==> config.mk <==
export PLATFORM = sky130hd
export DESIGN_NAME = note_sequencer
export DESIGN_NICKNAME = d
export VERILOG_FILES = /design/src/rtl/note_seq_pkg.sv /design/src/rtl/tick_prescaler.sv /design/src/rtl/note_sequencer.sv
export SDC_FILE = /design/constraint.sdc
export NUM_CORES = 1
export LEC_CHECK = 0
export CAP_MARGIN = 10
export CORE_MARGIN = 8
export CORE_UTILIZATION = 50
export CTS_CLUSTER_SIZE = 8
export DETAILED_ROUTE_END_ITERATION = 10
export DONT_BUFFER_PORTS = 1
export MAX_ROUTING_LAYER = met4
export PLACE_DENSITY = 0.62
export SETUP_SLACK_MARGIN = 0.02
export SLEW_MARGIN = 25
export SYNTH_ARGS = -nofsm -noshare
export SYNTH_HDL_FRONTEND = slang
export SYNTH_SLANG_ARGS = --single-unit
==> constraint.sdc <==
create_clock -name clk -period 6.9 [get_ports clk]
set_input_delay 2.07 -clock clk [delete_from_list [all_inputs] [get_ports clk]]
set_output_delay 2.07 -clock clk [all_outputs]
set_load 0.01 [all_outputs]
==> src/rtl/note_seq_pkg.sv <==
// Shared types and widths for the note sequencer and its helpers.
package note_seq_pkg;

    localparam int NOTE_W = 32;
    localparam int DUR_W  = 8;

    typedef enum logic [1:0] {
        IDLE = 2'd0,
        LOAD = 2'd1,
        PLAY = 2'd2,
        GAP  = 2'd3
    } seq_state_t;

    typedef struct packed {
        logic [NOTE_W-1:0] note;
        logic [DUR_W-1:0]  dur;
    } score_entry_t;

endpackage

==> src/rtl/tick_prescaler.sv <==
// Free-running divider producing a one-cycle tick every TICK_DIV clocks.
// clr restarts the count so the next tick lands exactly TICK_DIV cycles later.
module tick_prescaler #(
    parameter int TICK_DIV = 12_500_000
) (
    input  logic clk,
    input  logic resetn,
    input  logic clr,
    output logic tick
);

    localparam int CW = (TICK_DIV > 2) ? $clog2(TICK_DIV) : 1;

    logic [CW-1:0] cnt_reg;

    assign tick = (cnt_reg == CW'(TICK_DIV - 1));

    // Count up to TICK_DIV-1, then wrap; clear and reset restart from zero.
    always_ff @(posedge clk) begin
        if (!resetn || clr || tick) begin
            cnt_reg <= '0;
        end else begin
            cnt_reg <= cnt_reg + 1'b1;
        end
    end

endmodule

==> src/rtl/note_sequencer.sv <==
// Plays a stored score of (half-period, duration) entries to a tone generator,
// with an optional silent gap after each entry and optional looping.
module note_sequencer
    import note_seq_pkg::*;
#(
    parameter int DEPTH     = 16,
    parameter int TICK_DIV  = 12_500_000,
    parameter int GAP_TICKS = 1
) (
    input  logic                       clk,
    input  logic                       resetn,
    input  logic                       wr_en,
    input  logic [$clog2(DEPTH)-1:0]   wr_addr,
    input  logic [NOTE_W-1:0]          wr_note,
    input  logic [DUR_W-1:0]           wr_dur,
    input  logic [$clog2(DEPTH):0]     len,
    input  logic                       start,
    input  logic                       stop,
    input  logic                       loop,
    output logic [NOTE_W-1:0]          note,
    output logic                       sound,
    output logic                       busy,
    output logic                       done,
    output logic [$clog2(DEPTH)-1:0]   index
);

    localparam int AW    = $clog2(DEPTH);
    localparam int GW    = (GAP_TICKS > 0) ? $clog2(GAP_TICKS + 1) : 1;
    localparam int CNT_W = (GW > DUR_W) ? GW : DUR_W;
    localparam logic [CNT_W-1:0] GAP_LAST = CNT_W'((GAP_TICKS > 0) ? GAP_TICKS - 1 : 0);

    score_entry_t mem [DEPTH];
    score_entry_t rd_reg;

    seq_state_t        state_reg;
    logic [AW-1:0]     index_reg;
    logic [NOTE_W-1:0] note_reg;
    logic              sound_reg;
    logic              done_reg;
    logic [DUR_W-1:0]  dur_reg;
    logic [CNT_W-1:0]  tick_cnt_reg;

    logic          tick;
    logic          clr;
    logic          play_end;
    logic          gap_end;
    logic          advance;
    logic          more;
    logic [AW:0]   index_inc;
    logic [AW-1:0] adv_idx;
    logic [AW-1:0] rd_addr;

    tick_prescaler #(
        .TICK_DIV(TICK_DIV)
    ) u_prescaler (
        .clk   (clk),
        .resetn(resetn),
        .clr   (clr),
        .tick  (tick)
    );

    // Advance decision and the read address of the entry that LOAD will see.
    // The read is issued on the edge that enters LOAD, so LOAD has the data.
    always_comb begin
        index_inc = {1'b0, index_reg} + (AW+1)'(1);
        more      = (index_inc < len);
        adv_idx   = more ? index_inc[AW-1:0] : '0;
        play_end  = (state_reg == PLAY) && tick &&
                    (tick_cnt_reg == (CNT_W'(dur_reg) - CNT_W'(1)));
        gap_end   = (state_reg == GAP) && tick && (tick_cnt_reg == GAP_LAST);
        advance   = ((state_reg == LOAD) && (rd_reg.dur == '0)) ||
                    (play_end && (GAP_TICKS == 0)) ||
                    gap_end;
        clr       = !((state_reg == PLAY) || (state_reg == GAP)) || play_end || gap_end;
        rd_addr   = (state_reg == IDLE) ? '0 : adv_idx;
    end

    // Score memory: one write port, one registered read, no reset.
    always_ff @(posedge clk) begin
        if (wr_en) begin
            mem[wr_addr] <= {wr_note, wr_dur};
        end
        rd_reg <= mem[rd_addr];
    end

    // Sequencer FSM; stop outranks everything, advance outranks per-state work.
    always_ff @(posedge clk) begin
        if (!resetn) begin
            state_reg    <= IDLE;
            index_reg    <= '0;
            note_reg     <= '0;
            sound_reg    <= 1'b0;
            done_reg     <= 1'b0;
            dur_reg      <= '0;
            tick_cnt_reg <= '0;
        end else begin
            done_reg <= 1'b0;
            if (stop) begin
                state_reg <= IDLE;
                note_reg  <= '0;
                sound_reg <= 1'b0;
            end else if (advance) begin
                sound_reg    <= 1'b0;
                tick_cnt_reg <= '0;
                if (more || loop) begin
                    state_reg <= LOAD;
                    index_reg <= adv_idx;
                end else begin
                    state_reg <= IDLE;
                    note_reg  <= '0;
                    done_reg  <= 1'b1;
                end
            end else begin
                case (state_reg)
                    IDLE: begin
                        if (start) begin
                            if (len == '0) begin
                                done_reg <= 1'b1;
                            end else begin
                                state_reg <= LOAD;
                                index_reg <= '0;
                            end
                        end
                    end
                    LOAD: begin
                        state_reg    <= PLAY;
                        note_reg     <= rd_reg.note;
                        dur_reg      <= rd_reg.dur;
                        sound_reg    <= (rd_reg.note != '0);
                        tick_cnt_reg <= '0;
                    end
                    PLAY: begin
                        if (play_end) begin
                            state_reg    <= GAP;
                            sound_reg    <= 1'b0;
                            tick_cnt_reg <= '0;
                        end else if (tick) begin
                            tick_cnt_reg <= tick_cnt_reg + 1'b1;
                        end
                    end
                    GAP: begin
                        if (tick) begin
                            tick_cnt_reg <= tick_cnt_reg + 1'b1;
                        end
                    end
                    default: state_reg <= IDLE;
                endcase
            end
        end
    end

    assign note  = note_reg;
    assign sound = sound_reg;
    assign done  = done_reg;
    assign index = index_reg;
    assign busy  = (state_reg != IDLE);

endmodule

==> key figures, run 1 <==
Synth
  – EDFF count, synth: 640
  – Synthesis Warnings: 0
  – Seq/Total Area, Yosys: 71.0%
  – #FFs+latches synth: 760
  – Cell Area, Synth: 30500 sq um
  – Async set-or-reset flop fraction in the synthesized netlist: 0%
  – Largest cells by area after synthesis: edfxtp_1 63%, dfxtp_1 7.9%, a21oi_1 4.7%, mux2i_1 2.9%, a32o_1 2.6%
  – Synth Flop Type: edfxtp_1
  – Area leader, netlist: edfxtp_1
  – Area share of the largest cell type after synthesis: 63.1%
  – Synthesized instance count: 2291
  – Syn avg cell area: 13.3 sq um
  – Unique masters post-synth: 65
  – Syn_nets: 2360

Power and ir drop
  – Gate power share: 4.1%
  – Switching Share: 21.2%
  – Seq pwr share: 49.4%
  – PD cells: 300 nW/um^2
  – Clock power frac: 46.6%
  – Pleak: 11.3 nW
  – Psw: 2.20 mW
  – Internal Dissipation: 8.19 mW
  – VDD IR max: 0.223 mV

Finish
  – # fillers: 4724
  – Final #Nets: 2342
  – Fraction of layout cells with a size suffix above 1: 8.93%
  – Most frequent cells in the layout: 640 x edfxtp_1, 283 x a21oi_1, 211 x nand2_1
  – Area grow syn2layout: 13.8%
  – Most common cell after layout, fill and taps aside: edfxtp_1
  – Max reg flops: 640

Timing
  – Maximum clock frequency: 214 MHz
  – Fin crit share: 67.8%
  – Clk_skew: 25.6 ps
  – Final Max Tran Viols: 0
  – Worst slew pin tran: 1030 ps
  – Fin worst setup slack: 2220 ps
  – Setup Viol. Count Final: 0
  – RSZ-0062 raised after global routing: false
  – Max-slew headroom: 31.1%
  – Post-layout min period: 4680 ps
  – TNS Setup: 0 ps
  – Final Hold Fails: 0

Clocking
  – PostCTS Resize Cnt: 0
  – Max clock buf depth: 3
  – Reg clk slew, reported paths: 50 ps
  – H-Tree Depth: 3
  – Clk Latency, worst-skew pair: 650 ps
  – Hold_buf cts: 0
  – CTS Sinks: 760
  – CTS tree: done
  – Post-CTS setup repair buffer count: 0
  – Num CTS Buffers: 105
  – Clock root buffer: clkbuf_16

Routing
  – DRC violations left: 0
  – Initial DRC count: 2370
  – Drt pass-1 iters: 7
  – Post-Route WL: 82.6 mm
  – Drt wl/cell: 26.2 um
  – Post-route ant nets: 0
  – DR vias/cell: 6.37
  – Via Count: 20000

Floorplanning
  – DIE AREA: 69100 sq um
  – Die Y: 263 um
  – IO Count: 94
  – Die W: 263 um
  – Site Rows: 90
  – Initial Utilization: 50.5%
  – Core area: 60200 sq um

Worst setup path
  – FF-to-FF setup slack: 2310 ps
  – Crit Path Max Fanout: 23
  – CP max stage delay: 790 ps
  – WP data required: 7420 ps
  – Most common cell on crit path: a21o_1
  – CP Launch Type: input pin
  – Crit path max-delay cell type: nand3_2
  – CP endpoint kind: register
  – Worst R2R Start: index[0]
  – Worst r2r dst: rd_reg[33]
  – Crit path DAT: 5190 ps
  – Worst-path cell chain: inv_1 > ha_1 > a21o_1 > a21o_1 > nor3_2 > nand3_2 > buf_4 > o211ai_1 > o22ai_1
  – Worst reg-to-reg path cell count: 11
  – Kind of critical path: input pin to register

Place
  – Detailed Place HPWL: 43.5 mm
  – Post-place setup slack: 1650 ps
  – Buffers on Ports: 0
  – Gpl congestion: 0.838

Global route
  – Antenna violations before repair: 2
  – Number of global-route vias before repair: 19500
  – GRT Overall Usage: 23.9%
  – Pin count of the biggest net entering global routing: 161
  – Total congestion overflow: 0
  – First-pass GRT wire length: 124 mm

Min path
  – Worst hold path depth: 2
  – Worst hold endpoint: note[30]
  – Start point of the worst hold path: rd_reg[38]
  – Worst hold path type: register to register

Flow run
  – Max Cap Violations: 0

Outcome
  – Outcome: completed
worst max-delay path: cells and delay by family:
family / cells / cell delay (ps)
AOI/OAI and AO/OA: 4 / 920
adders and majority gates: 1 / 360
buffers and inverters: 2 / 570
and+or+nand+nor: 2 / 1260
Yosys cell counts (6+ instances only):
library cell and count:
nor2b_1 9, nand3_1 49, nand4_1 18, xor2_1 19
o21ai_0 82, ha_1 14, nor4_1 94, o211ai_1 83
edfxtp_1 640, nor2_1 140, nand2_1 212, nand2b_1 7
mux2i_1 89, a32o_1 80, a21oi_1 283, xnor2_1 17
and3_1 6, clkbuf_1 145, buf_2 19, inv_1 24
nor3_1 14, dfxtp_1 120, o22ai_1 42
worst max-delay path by stage:
stage / to / from / cells past startpoint / slack (ps)
after floorplan: mem[0][0] / wr_addr[2] / 2 / 1090
after global placement: rd_reg[33] / len[3] / 9 / 1730
after detailed placement: rd_reg[33] / len[3] / 9 / 1650
after CTS: rd_reg[33] / len[3] / 9 / 2310
after global routing: rd_reg[33] / index[0] / 11 / 2100
final: rd_reg[33] / len[3] / 9 / 2220
logic make-up after synthesis:
logic type,after synthesis,share of synthesized area [%]
AOI/OAI and AO/OA,605,12.6
and+or+nand+nor,589,9.27
muxes,89,2.93
buffers and inverters,198,2.58
DFF,760,71.0
adders and majority gates,14,0.575
xor gates and xnor gates,36,1.04
routing by layer:
layer | vias to the layer above | wire length, um | GRT usage (%) | part of all wire, %
met5 | - | 0 | - | 0
met4 | 0 | 2080 | 7.03 | 2.5
met2 | 962 | 38000 | 36.1 | 46
li1 | 8817 | - | - | -
met1 | 10100 | 35000 | 32.6 | 42
met3 | 163 | 7510 | 4.87 | 9.1
stage by stage:
stage / area, sq um / hold slack, ps / cells / total power, mW / utilization (%)
after CTS: 34600 / 461 / 3143 / 10.4 / 57.4
after global routing: 34600 / 481 / 3146 / 10.7 / 57.5
after detailed placement: 31500 / 454 / 2946 / 5.64 / 52.2
after global placement: 31400 / 443 / 2943 / 5.62 / 52.1
after floorplan: 30500 / 430 / 2291 / 5.50 / -
final: 34600 / 463 / 3146 / 10.4 / 57.5
power groups by stage:
stage               Clock (mW)  Sequential [mW]  Combinational [mW]
floorplan                    0             5.20               0.297
global placement             0             5.22               0.407
detailed placement           0             5.22               0.420
CTS                       4.90             5.13               0.421
global route              5.09             5.13               0.460
finish                    4.84             5.13               0.425
cell type report:
class | count | area (sq um) | share of cell area, %
clock inverters | 3 | 68.8 | 0.199
multi-input cells | 1333 | 8290 | 23.9
repair buffers | 49 | 531 | 1.53
clock buffers | 194 | 3070 | 8.85
inverters | 24 | 90.1 | 0.260
diodes | 1 | 2.50 | 0.00722
flip-flops and latches | 760 | 21600 | 62.4
well taps | 782 | 978 | 2.82
Note: power is estimated with default switching activity, not from simulation.
==> inputs of run 2 (changes only) <==
- ABC_AREA: unset -> 1
- PLACE_DENSITY: 0.62 -> 0.65
- clock period: 6.9 -> 3.9 ns (I/O delays scaled with it)
==> key figures, run 2 <==
Worst setup path
  – Worst r2r dst: rd_reg[16]
  – CP endpoint kind: register
  – Setup crit end: rd_reg[16]
  – WP data required: 4430 ps
  – FF-to-FF setup slack: 410 ps
  – Worst R2R Start: index[0]
  – Critical Path Stages: 15
  – Buf/Inv on CP: 3
  – CP max stage delay: 580 ps
  – Kind of critical path: register to register
  – Critical path's top delay family: simple AND/OR/NAND/NOR gates
  – CP Launch Type: register
  – Crit path DAT: 4020 ps
  – Worst reg-to-reg path cell count: 15
  – Crit Path Max Fanout: 61
  – Crit path max-delay cell type: dfxtp_1
  – Most common cell on crit path: nand3_1
  – Worst-path cell chain: ha_1 > xor2_1 > ha_1 > nand2_1 > inv_1 > o21ai_1 > nand3_1 > nor2_4 > buf_12 > buf_4 > nand3b_1 > nand3_1 > nand3_1 > nand3_1 > nand2_1
  – Critical path origin: index[0]

Timing
  – Worst slew pin tran: 948 ps
  – Final Max Tran Viols: 0
  – Max-slew headroom: 36.7%
  – Worst hold margin: 460 ps
  – Clk_skew: 47.3 ps
  – Maximum clock frequency: 286 MHz
  – RSZ-0062 raised after global routing: false
  – TNS Setup: 0 ps
  – Final Hold Fails: 0
  – Post-layout min period: 3490 ps
  – Setup Viol. Count Final: 0
  – Fin crit share: 89.5%
  – Fin worst setup slack: 409 ps

Place
  – Gpl congestion: 0.866
  – Buffers on Ports: 0
  – Placed cell count: 3886
  – Detailed Place HPWL: 45.1 mm
  – Post-place setup slack: 431 ps

Synth
  – Cell Area, Synth: 32700 sq um
  – Largest cells by area after synthesis: edfxtp_1 59%, nand3_1 9.6%, dfxtp_1 7.3%, nand2_1 6.9%, inv_1 5.4%
  – Area leader, netlist: edfxtp_1
  – Syn avg cell area: 10.5 sq um
  – Area share of the largest cell type after synthesis: 58.7%
  – Synthesis Warnings: 0
  – #FFs+latches synth: 760
  – Seq/Total Area, Yosys: 66.1%
  – Commonest cells in the netlist: 640 x edfxtp_1, 630 x nand3_1, 598 x nand2_1
  – Syn_nets: 3197
  – Unique masters post-synth: 34
  – Async set-or-reset flop fraction in the synthesized netlist: 0%
  – Synth Flop Type: edfxtp_1
  – EDFF count, synth: 640
  – Synthesized instance count: 3128
  – Most frequent cell after synthesis: edfxtp_1

Routing
  – Drt wl/cell: 21.0 um
  – Post-Route WL: 85.6 mm
  – Post-route ant nets: 0
  – DR vias/cell: 5.54
  – Initial DRC count: 2346
  – Drt pass-1 iters: 5
  – Via Count: 22600
  – DRC violations left: 0

Finish
  – Final #Nets: 3197
  – Most common cell after layout, fill and taps aside: edfxtp_1
  – ANT cells: 0
  – Fraction of layout cells with a size suffix above 1: 8.93%
  – Most frequent cells in the layout: 640 x edfxtp_1, 630 x nand3_1, 597 x nand2_1
  – Final Non-Filler Cells: 4079
  – Post-layout util: 56.9%
  – Area grow syn2layout: 13.4%
  – Max reg flops: 640

Clocking
  – Clk Latency, worst-skew pair: 660 ps
  – Post-CTS setup repair buffer count: 0
  – CTS tree: done
  – Hold_buf cts: 0
  – Num CTS Buffers: 104
  – Max clock buf depth: 3
  – H-Tree Depth: 3
  – Reg clk slew, reported paths: 50 ps
  – PostCTS Resize Cnt: 0
  – Clock root buffer: clkbuf_16
  – CTS Sinks: 760

Floorplanning
  – Die W: 272 um
  – DIE AREA: 73900 sq um
  – IO Count: 94
  – Die Y: 272 um
  – Core area: 65300 sq um
  – Initial Utilization: 50.1%
  – Site Rows: 94

Power and ir drop
  – Gate power share: 10.1%
  – VDD IR max: 0.395 mV
  – Internal Dissipation: 14.7 mW
  – Pleak: 14.1 nW
  – PD cells: 527 nW/um^2
  – Psw: 4.87 mW
  – Clock power frac: 42.7%
  – Seq pwr share: 47.2%
  – Switching Share: 24.9%

Global route
  – Number of global-route vias before repair: 22200
  – Pin count of the biggest net entering global routing: 122
  – First-pass GRT wire length: 130 mm
  – Antenna violations before repair: 0
  – Total congestion overflow: 0
  – GRT Overall Usage: 23.4%

Min path
  – Worst hold path type: register to register

Flow run
  – Max Cap Violations: 0

Outcome
  – Outcome: completed
run 2: cell count changes in the layout (fill, tap and decap cells not counted), moves of 80 or more:
cell / previous run / this run
a21oi_1: 283 / 56
or2_2: 1 / 84
nand2_1: 211 / 597
nand3b_1: 5 / 164
nor4_1: 92 / 11
inv_1: 24 / 468
a32o_1: 80 / 0
nand3_1: 46 / 630
o211ai_1: 83 / 0
mux2i_1: 89 / 0
run 2: cell families (layout without fill, tap and decap cells):
logic type	Yosys count	in the layout	share of synthesized area (%)
fa+ha+maj	14	14	0.535
buf+inv	634	721	7.64
compound gates	76	76	1.18
xor+xnor	14	14	0.375
flops	760	760	66.1
simple gates	1630	1630	24.2
run 2: worst min-delay path by stage:
stage	start	endpoint	slack, ps	cells after the start
after floorplan	u_prescaler.cnt_reg[0]	u_prescaler.cnt_reg[0]	420	1
final	u_prescaler.cnt_reg[0]	u_prescaler.cnt_reg[0]	460	1
after global placement	u_prescaler.cnt_reg[0]	u_prescaler.cnt_reg[0]	430	1
after CTS	u_prescaler.cnt_reg[0]	u_prescaler.cnt_reg[0]	460	1
after detailed placement	u_prescaler.cnt_reg[0]	u_prescaler.cnt_reg[0]	450	1
after global routing	u_prescaler.cnt_reg[0]	u_prescaler.cnt_reg[0]	500	1
run 2: power by group through the flow:
stage	clock network (mW)	logic [mW]	registers, mW
global route	8.81	2.16	9.25
detailed placement	0	1.95	9.40
CTS	8.48	1.96	9.24
floorplan	0	1.37	9.32
finish	8.37	1.97	9.24
global placement	0	1.91	9.39
run 2: area by class of cell:
class | instances | area (sq um)
Timing Repair Buffer | 55 | 813
Sequential cell | 760 | 21600
Fill cell | 5400 | 28200
Tap cell | 864 | 1080
Multi-Input combinational cell | 1734 | 8770
Clock inverter | 7 | 133
Clock buffer | 186 | 2910
Inverter | 473 | 1780
run 2: per-stage QoR:
step | cell area, sq um | power (mW)
2_1_floorplan | 32700 | 10.7
3_3_place_gp | 34100 | 11.3
3_5_place_dp | 34100 | 11.3
4_1_cts | 37100 | 19.7
5_1_grt | 37100 | 20.2
6_report | 37100 | 19.6
run 2: per-layer routing:
| metal | vias to the layer above | track usage (%) | wire length [um] |
|---|---|---|---|
| li1 | 10500 | - | - |
| met1 | 11000 | 30.3 | 36000 |
| met2 | 945 | 36.7 | 39800 |
| met3 | 163 | 5.60 | 7690 |
| met4 | 0 | 6.70 | 2060 |
| met5 | - | - | 0 |
==> inputs of run 3 (changes only) <==
- BUFFER_PORTS_ARGS: unset -> -buffer_cell sky130_fd_sc_hd__buf_2
- DONT_BUFFER_PORTS: 1 -> unset
- PLACE_DENSITY: 0.65 -> 0.66
- SLEW_MARGIN: 25 -> unset
==> key figures, run 3 (synthesis results as in run 2) <==
Outcome
  – Outcome: completed

Clocking
  – Num CTS Buffers: 105
  – PostCTS Resize Cnt: 0
  – CTS tree: done
  – H-Tree Depth: 3
  – Post-CTS setup repair buffer count: 0
  – Max clock buf depth: 3
  – Clk Latency, worst-skew pair: 650 ps
  – Hold_buf cts: 0
  – Reg clk slew, reported paths: 50 ps
  – Clock root buffer: clkbuf_16
  – CTS Sinks: 760

Place
  – Gpl congestion: 0.839
  – Buffers on Ports: 93
  – Detailed Place HPWL: 44.7 mm

Power and ir drop
  – VDD IR max: 0.498 mV
  – Seq pwr share: 46.8%
  – Clock power frac: 42.6%
  – Switching Share: 24.9%
  – Pleak: 14.5 nW
  – PD cells: 526 nW/um^2
  – Gate power share: 10.6%
  – Psw: 4.94 mW
  – Total power: 19.8 mW
  – Internal Dissipation: 14.9 mW

Finish
  – Final #Nets: 3287
  – Max reg flops: 640
  – Most frequent cells in the layout: 640 x edfxtp_1, 630 x nand3_1, 598 x nand2_1
  – Fraction of layout cells with a size suffix above 1: 11.3%
  – Area grow syn2layout: 14.9%
  – Most common cell after layout, fill and taps aside: edfxtp_1

Floorplanning
  – Initial Utilization: 50.1%
  – Site Rows: 94
  – Die W: 272 um
  – Core area: 65300 sq um
  – DIE AREA: 73900 sq um
  – IO Count: 94
  – Die Y: 272 um

Global route
  – Total congestion overflow: 0
  – Antenna violations before repair: 5
  – Pin count of the biggest net entering global routing: 113
  – GRT Overall Usage: 23.7%
  – Number of global-route vias before repair: 23000
  – First-pass GRT wire length: 132 mm

Routing
  – DR vias/cell: 5.50
  – Post-route ant nets: 0
  – Post-Route WL: 85.8 mm
  – Drt pass-1 iters: 6
  – Drt wl/cell: 20.6 um
  – Via Count: 23000
  – Initial DRC count: 2405
  – DRC violations left: 0

Timing
  – Worst slew pin tran: 1140 ps
  – Post-layout min period: 3480 ps
  – Setup Viol. Count Final: 0
  – TNS Setup: 0 ps
  – Final Max Tran Viols: 0
  – Final Hold Fails: 0
  – Clk_skew: 19.2 ps
  – Maximum clock frequency: 287 MHz
  – Max-slew headroom: 23.3%
  – RSZ-0062 raised after global routing: false
  – Fin crit share: 89.2%

Worst setup path
  – CP endpoint kind: primary output
  – Kind of critical path: register to primary output
  – WP data required: 2730 ps
  – Crit path DAT: 2310 ps
  – Crit Path Max Fanout: 53
  – CP Launch Type: register

Min path
  – Worst hold path type: register to register

Flow run
  – Max Cap Violations: 0
==> run 3: cell types whose count changed in the layout (fill, tap and decap cells not counted), sizes merged <==
cell / delta
diode: +5
clkinv: -1
clkbuf: +4
buf: +89
inv: -1
==> run 3: layout make-up <==
type / instances / area [sq um]
fillers: 5312 / 27700
flip-flops and latches: 760 / 21600
multi-input cells: 1734 / 8760
clock buffers: 190 / 2990
inverters: 473 / 1780
repair buffers: 144 / 1290
well taps: 864 / 1080
clock inverters: 5 / 83.8
diodes: 5 / 12.5
==> run 3: final timing paths <==
| kind | slack [ps] | startpoint | cells after the start | end |
|---|---|---|---|---|
| worst min-delay path | 450 | u_prescaler.cnt_reg[0] | 1 | u_prescaler.cnt_reg[0] |
| worst max-delay path | 420 | state_reg[0] | 4 | busy |
| worst min register to register | 450 | u_prescaler.cnt_reg[0] | 1 | u_prescaler.cnt_reg[0] |
| worst max register to register | 610 | index[0] | 17 | rd_reg[37] |
==> run 3: power groups by stage <==
stage / Combinational (mW) / Clock, mW / Sequential (mW)
final: 2.10 / 8.43 / 9.25
after global routing: 2.32 / 8.90 / 9.26
after CTS: 2.10 / 8.54 / 9.24
after detailed placement: 2.09 / 0 / 9.39
after global placement: 2.04 / 0 / 9.40
after floorplan: 1.37 / 0 / 9.32
==> run 3: worst max-delay path: stages (launching register included) <==
cell and delay (ps):
dfxtp_1 400, inv_1 110, ha_1 400, inv_6 460, buf_2 280
==> run 3: metal layers <==
metal | vias up | global-route usage, % | part of all wire (%)
met5 | - | - | 0
met4 | 0 | 8.52 | 2.8
met3 | 196 | 4.49 | 8.7
met2 | 1004 | 38.1 | 48
met1 | 11100 | 29.9 | 41
li1 | 10700 | - | -
==> run 3: metrics by stage <==
step           hold slack, ps  setup slack [ps]  utilization [%]  area [sq um]  instances
4_1_cts                   455               382             57.6         37600       4170
3_5_place_dp              443               376             52.9         34500       3975
3_3_place_gp              427               435             52.9         34500       3975
2_1_floorplan             418               391                -         32700       3128
6_report                  451               422             57.6         37600       4175
5_1_grt                   463               310             57.6         37600       4175
